==> src/rtl/csa_resolver.sv <==
// Multi-cycle, chunked carry-propagate adder that resolves a CSA sum/carry pair into binary.
// Defining CSA_RESOLVER_FLAGS_EN adds the res_zero / res_msb result flags.
module csa_resolver #(
   parameter int WIDTH = 64,
   parameter int CHUNK = 16
) (
   input  logic             clk,
   input  logic             rst,
   input  logic             in_valid,
   output logic             in_ready,
   input  logic [WIDTH-1:0] sum,
   input  logic [WIDTH-1:0] carry,
   input  logic             cin,
   output logic             out_valid,
   input  logic             out_ready,
   output logic [WIDTH-1:0] res,
   output logic             carry_out
`ifdef CSA_RESOLVER_FLAGS_EN
   ,
   output logic                     res_zero,
   output logic [$clog2(WIDTH)-1:0] res_msb
`endif
);

   localparam int NCHUNK = WIDTH / CHUNK;
   localparam int KW     = (NCHUNK > 1) ? $clog2(NCHUNK) : 1;
   localparam int MSBW   = $clog2(WIDTH);

   typedef enum logic [1:0] {
      IDLE,
      BUSY,
      DONE
   } state_t;

   state_t           r_state;
   state_t           w_nextState;
   logic [WIDTH-1:0] r_sum;
   logic [WIDTH-1:0] r_carry;
   logic             r_creg;
   logic [KW-1:0]    r_k;
   logic [WIDTH-1:0] r_res;
   logic             r_cout;
   logic             w_accept;
   logic             w_lastChunk;
   logic [CHUNK:0]   w_chunkAdd;

   assign w_accept    = in_valid && (r_state == IDLE);
   assign w_lastChunk = (r_state == BUSY) && (r_k == KW'(NCHUNK - 1));

   // The captured operands shift down one chunk per BUSY cycle, so the adder always sees bit 0.
   assign w_chunkAdd = {1'b0, r_sum[CHUNK-1:0]} + {1'b0, r_carry[CHUNK-1:0]}
                     + {{CHUNK{1'b0}}, r_creg};

   always_ff @(posedge clk) begin
      if (rst) begin
         r_state <= IDLE;
      end else begin
         r_state <= w_nextState;
      end
   end

   always_comb begin
      w_nextState = r_state;
      case (r_state)
         IDLE:    if (in_valid)    w_nextState = BUSY;
         BUSY:    if (w_lastChunk) w_nextState = DONE;
         DONE:    if (out_ready)   w_nextState = IDLE;
         default:                  w_nextState = IDLE;
      endcase
   end

   always_comb begin
      in_ready  = (r_state == IDLE);
      out_valid = (r_state == DONE);
   end

   // Result chunks are written in place; chunks not yet reached keep their old contents.
   always_ff @(posedge clk) begin
      if (rst) begin
         r_sum   <= '0;
         r_carry <= '0;
         r_creg  <= 1'b0;
         r_k     <= '0;
         r_res   <= '0;
         r_cout  <= 1'b0;
      end else if (w_accept) begin
         r_sum   <= sum;
         r_carry <= carry;
         r_creg  <= cin;
         r_k     <= '0;
      end else if (r_state == BUSY) begin
         r_sum   <= r_sum >> CHUNK;
         r_carry <= r_carry >> CHUNK;
         r_creg  <= w_chunkAdd[CHUNK];
         r_k     <= r_k + 1'b1;
         for (int i = 0; i < NCHUNK; i++) begin
            if (r_k == KW'(i)) begin
               r_res[i*CHUNK +: CHUNK] <= w_chunkAdd[CHUNK-1:0];
            end
         end
         if (w_lastChunk) begin
            r_cout <= w_chunkAdd[CHUNK];
         end
      end
   end

   assign res       = r_res;
   assign carry_out = r_cout;

`ifdef CSA_RESOLVER_FLAGS_EN
   logic            r_zero;
   logic [MSBW-1:0] r_msb;
   logic [MSBW-1:0] w_chunkMsb;
   logic [MSBW-1:0] w_msbCand;
   logic            w_chunkNonZero;

   always_comb begin
      w_chunkMsb = '0;
      for (int i = 0; i < CHUNK; i++) begin
         if (w_chunkAdd[i]) begin
            w_chunkMsb = MSBW'(i);
         end
      end
   end

   assign w_chunkNonZero = (w_chunkAdd[CHUNK-1:0] != '0);
   assign w_msbCand      = MSBW'(int'(r_k) * CHUNK + int'(w_chunkMsb));

   // Chunks arrive low to high, so the last non-zero chunk seen owns the most significant bit.
   always_ff @(posedge clk) begin
      if (rst) begin
         r_zero <= 1'b1;
         r_msb  <= '0;
      end else if (w_accept) begin
         r_zero <= 1'b1;
         r_msb  <= '0;
      end else if ((r_state == BUSY) && w_chunkNonZero) begin
         r_zero <= 1'b0;
         r_msb  <= w_msbCand;
      end
   end

   assign res_zero = r_zero;
   assign res_msb  = r_msb;
`else
   logic [MSBW-1:0] w_unusedMsbw;
   assign w_unusedMsbw = '0;
`endif

endmodule

==> config.mk <==
export PLATFORM = sky130hd
export DESIGN_NAME = csa_resolver
export DESIGN_NICKNAME = d
export VERILOG_FILES = /design/src/rtl/csa_resolver.sv
export SDC_FILE = /design/constraint.sdc
export NUM_CORES = 1
export LEC_CHECK = 0
export BUFFER_PORTS_ARGS = -buffer_cell sky130_fd_sc_hd__buf_4
export CORE_ASPECT_RATIO = 1.25
export CORE_MARGIN = 2
export CORE_UTILIZATION = 35
export CTS_CLUSTER_DIAMETER = 60
export DETAILED_ROUTE_END_ITERATION = 10
export PLACE_DENSITY = 0.55
export RECOVER_POWER = 25
export SYNTH_ARGS = -nofsm -noshare
export SYNTH_HDL_FRONTEND = slang
export SYNTH_SLANG_ARGS = --single-unit
export TNS_END_PERCENT = 20
==> constraint.sdc <==
create_clock -name clk -period 3.5 [get_ports clk]
set_clock_uncertainty 0.15 [all_clocks]
set_input_delay 0.875 -clock clk [delete_from_list [all_inputs] [get_ports clk]]
set_output_delay 0.875 -clock clk [all_outputs]
set_load 0.01 [all_outputs]
After elaboration in Yosys (flattened, before gate mapping):

Index checks and enable logic that the tools add are counted.

* input bits: 133
* output and inout port bits: 67
* flip-flop bits (word level): 198

* reductions and logical operators: 12
* mux-type cells: 10
* add/subtract/negate cells: 3
* eq/ne operators: 8
* bitwise gates (word level): 1

Operator list (count)
* $mux 64: 4
* $reduce_and 3->1: 6
* $add 16x16->17: 1
* $add 17x1->17: 1
* $eq 2x2->1 const B: 3
* $mux 2: 3
* $pmux 2 s3: 1
* $eq 2x1->1 const B: 2
* $logic_not 2->1: 2
* $ne 2x2->1 const B: 2
* $add 2x1->2 const B: 1
* $logic_and 1x1->1: 2
* $mux 1: 2
* $ne 2x1->1 const B: 1
* $reduce_bool 2->1: 1
* $reduce_or 2->1: 1
* $not 1->1: 1

Longest topological paths before layout:

* depth in word-level cells: 4
* gate-level depth with buffers: 8
* depth with buffers taken out: 8

Worst setup path after synthesis:

No wires, ideal clock.

* path kind: flip-flop to flip-flop
* start point: reg r_sum[0]
* end point: reg r_res[28] (netlist: res[28])
* stages on the path, launching flop included: 9
* path buffers: 0
* period minus slack after synthesis: 3042 ps
* required time: 3216 ps
* path slack: 458 ps
* setup time: 134 ps
* arrival: 2758 ps
* cell sequence: dfxtp_1 > fa_1 > fa_1 > a21o_1 > a311o_1 > a41o_1 > a2111o_1 > mux2i_2 > o22ai_1

* cells in the longest elaborated chain, start to end: 2

RTL lines
* start: declaration: RTL line 37 `logic [WIDTH-1:0] r_sum;`
* start signal: assignment: RTL line 87 `r_sum <= sum;`
* start signal: assignment: RTL line 92 `r_sum <= r_sum >> CHUNK;`
* $add 16x16->17: RTL line 51 `assign w_chunkAdd = {1'b0, r_sum[CHUNK-1:0]} + {1'b0, r_carry[CHUNK-1:0]}`
* $add 17x1->17: RTL line 52 `+ {{CHUNK{1'b0}}, r_creg};`
* end signal: indexed assignment: RTL line 98 `r_res[i*CHUNK +: CHUNK] <= w_chunkAdd[CHUNK-1:0];`
* end: declaration: RTL line 41 `logic [WIDTH-1:0] r_res;`

Every way passes these cells.
A chain may end at the register's enable or synchronous reset.

Worst setup path in the final report:

* start point: reg r_sum[0]
* end point: reg r_res[60] (netlist: res[60])

Same word-level chain as after synthesis.

==> results.py <==
metrics = {
    "run_status": {
        "status": "finished, final reports clean",
    },
    "global_routing": {
        "grt-ovfl-total": 0,
        "grt_pass1_wl_mm": 39.07,
        "antenna_found_initial": 0,
        "track_usage_pct": 19.99,
        "grt_max_degree": 101,
        "first_global_vias": 6994,
    },
    "power": {
        "p_sw_share_pct": 27.81,
        "power_frac_clock_pct": 39.0,
        "power_mw": 5.162,
        "p_int_mw": 3.726,
        "power_density_mw_per_mm2": 501.9,
        "p_seq_share_pct": 47.3,
        "ir_drop_v": 0.0003733,
        "power_switching_mw": 1.436,
        "share_comb_of_total_power_pct": 13.7,
        "p_leak_nw": 3.985,
    },
    "worst_setup_path": {
        "slowest_stage": "a2111o_1",
        "rr_worst_depth": 8,
        "cp-startpoint": "r_sum[0]",
        "crit_type": "reg2reg",
        "rrSetupSlack_ps": 220,
        "critPathLaunchType": "flip-flop",
        "crit_chain": "fa_1 -> fa_1 -> a21o_1 -> a311o_1 -> a41o_1 -> a2111o_1 -> mux2i_2 -> o22ai_1",
        "crit_fanout": 4,
        "cp.required_ps": 3650,
        "r2r_end": "res[60]",
        "max_stage_delay_ps": 470,
        "cpLargestDelayFamily": "compound AO/OA/AOI/OAI gates",
        "worstSetupEndpointType": "flip-flop",
        "r2r_start": "r_sum[0]",
        "path_buf_inv": 0,
        "arrival_ps": 3430,
        "crit_path_frequent_cell": "fa_1",
    },
    "final_layout": {
        "fill_cells": 2438,
        "area_delta_synth_final_pct": 24.85,
        "n_antenna_cell": 0,
        "finalNonFillerCells": 1439,
        "design_area_mm2": 0.01028,
        "drive_above_1_share_pct": 17.03,
        "fin_nets": 1293,
    },
    "clocking": {
        "cts_made_buffers": 17,
        "clockBufferDepth": 2,
        "cts_tree": "yes",
        "insertion_delay_ps": 440,
        "cts.clk_slew.worst_paths_ps": 70,
        "cts.htree.levels": 4,
        "cts_resized": 0,
        "clockRootBuffer": "clkbuf_16",
        "cts_hold_buf": 0,
        "cts.sinks": 198,
        "postCtsSetupBuffers": 0,
    },
    "logic_synthesis": {
        "syn-cell-area_mm2": 0.008237,
        "yosys_most_used_dff": "dfxtp_1",
        "synthCells": 993,
        "synth_cell_types": 48,
        "synth-seq-cells": 198,
        "synthArstFlopShare_pct": 0,
        "syn_avg_cell_area_um2": 8.295,
        "synth_edf_count": 0,
        "yosysSeqAreaShare_pct": 48.12,
        "syn-num-nets": 1147,
        "ys_warn_count": 0,
    },
    "floorplanning": {
        "row_count": 62,
        "ios": 200,
        "start_util_pct": 35.75,
        "die_area_mm2": 0.02478,
        "die_w_um": 141.2,
        "die_h_um": 175.5,
        "core_mm2": 0.02304,
    },
    "timing": {
        "slew_headroom_pct": 2.307,
        "report.final.slew_viol_count": 0,
        "min_period_over_period_pct": 93.62,
        "worst_slew_pin_slew_ps": 1465,
        "hold_viol": 0,
        "max_freq_mhz": 305.2,
        "layout_min_cycle_time_ps": 3277,
        "hold_ws_ps": 304.4,
        "rsz0062_at_grt": "no",
        "setup_violations": 0,
        "tns_ps": 0,
    },
    "hold_path": {
        "whs_path_depth": 2,
        "hold_class": "reg2reg",
        "hp-start": "res[32]",
        "hold_path_end": "res[32]",
    },
    "drt": {
        "vias_per_cell": 5.256,
        "wl_per_cell_um": 17.48,
        "detail-route-antenna-nets": 0,
        "drt-pass1-iter-count": 4,
        "dr_total_vias": 7563,
        "drc": 0,
        "drtIter0Drc": 513,
        "detail_route.wirelength_mm": 25.16,
    },
    "place": {
        "globalplace.congestion": 0.8199,
        "portBuffers": 199,
        "dp.cells": 1408,
        "place_area_mm2": 0.009908,
        "hpwlAfterDp_mm": 17.42,
    },
    "job": {
        "cap_viol_max_count": 0,
    },
}
## kinds of logic (layout without fill, tap and decap cells)
family	Yosys count	count (layout)	share of synthesized area (%)
xor+xnor	7	7	0.7444
compound gates	342	342	25.37
mux	3	3	0.4101
fa+ha+maj	21	21	3.372
flops	198	198	48.12
buf+inv	88	246	4.010
simple gates	334	334	17.97
## cells in the final DEF, fill, tap and decap left out, drive strengths merged, types with 5 or more instances in the layout
cell type | synthesis | layout
clkbuf | 74 | 74
and2 | 5 | 5
nand2 | 198 | 198
nand3 | 41 | 41
a21o | 6 | 6
or3 | 5 | 5
a22oi | 97 | 97
o22ai | 9 | 9
buf | 9 | 153
clkinv | 0 | 7
dfxtp | 198 | 198
nor3b | 6 | 6
nand3b | 9 | 9
nor3 | 7 | 7
a211oi | 16 | 16
nor2 | 37 | 37
o21ai | 11 | 11
a21oi | 185 | 185
nand4 | 5 | 5
ha | 19 | 19
inv | 5 | 9
## per-stage QoR
stage	setup slack [ps]	utilization, %
final	223.1	44.63
after detailed placement	240.5	43.01
after CTS	228.6	45.60
after floorplan	458.2	-
after global placement	262.6	43.01
after global routing	109.0	44.63
## sequential cells by signal (all words and copies together) (netlist names)
register,flops
carry_out,1
r_carry,64
r_creg,1
r_k,2
r_state,2
r_sum,64
res,64
## metal layers
| layer | track usage (%) | wire length [µm] | share of wire (%) | up-vias |
|---|---|---|---|---|
| met5 | 0 | 0 | 0 | - |
| met4 | 6.792 | 546 | 2.2 | 0 |
| met3 | 4.580 | 1432 | 5.7 | 35 |
| met2 | 32.73 | 12130 | 48 | 206 |
| met1 | 25.96 | 11050 | 44 | 3503 |
| li1 | - | - | - | 3819 |
## synthesized netlist by cell type, types with 4 or more instances
cell      number  area (µm²)
inv_1          5       18.77
a21oi_1      185       925.9
ha_1          19       237.7
or3_1          5       31.28
nor2_1        37       138.9
nand3_1       41       205.2
a22oi_1       97       728.2
clkbuf_1      74       277.8
nor3_1         7       35.03
nand3b_1       9       67.56
nor2b_1        4       25.02
and2_1         5       31.28
dfxtp_1      198        3964
a211oi_1      16       120.1
a21o_1         6       45.04
nand2b_1       4       25.02
o21ai_0       11       55.05
nor3b_1        6       45.04
o22ai_1        9       56.30
nand2_1      198       743.2
xnor2_1        4       35.03
nand4_1        5       31.28
buf_1          9       33.78
## layout make-up
cell class / count / area (µm²) / share of cell area (%)
clock buffers: 17 / 425.4 / 4.137
flip-flops and latches: 198 / 3964 / 38.54
repair buffers: 210 / 1394 / 13.55
inverters: 5 / 18.77 / 0.1825
clock inverters: 14 / 171.4 / 1.667
well taps: 288 / 360.3 / 3.504
multi-input cells: 707 / 3950 / 38.41
## worst max path at each step
stage	endpoint	slack, ps	cells past startpoint
6_report	res[60]	220	8
5_1_grt	res[60]	110	8
4_1_cts	res[60]	230	8
3_5_place_dp	res[60]	240	8
3_3_place_gp	res[12]	260	8
2_1_floorplan	res[28]	460	8
## power groups by stage
stage,Combinational [mW],Clock [mW],Sequential (mW)
floorplan,0.419,0,2.48
global placement,0.718,0,2.49
detailed placement,0.722,0,2.50
CTS,0.724,2.06,2.44
global route,0.786,2.14,2.46
finish,0.707,2.01,2.44
## worst register-to-register path, delay by kind of cell, from the launching register on
family	cells	cell delay (ps)
compound gates	5	1500
fa+ha+maj	2	870
flops	1	330
mux	1	280
Note: power is estimated with default switching activity, not from simulation.
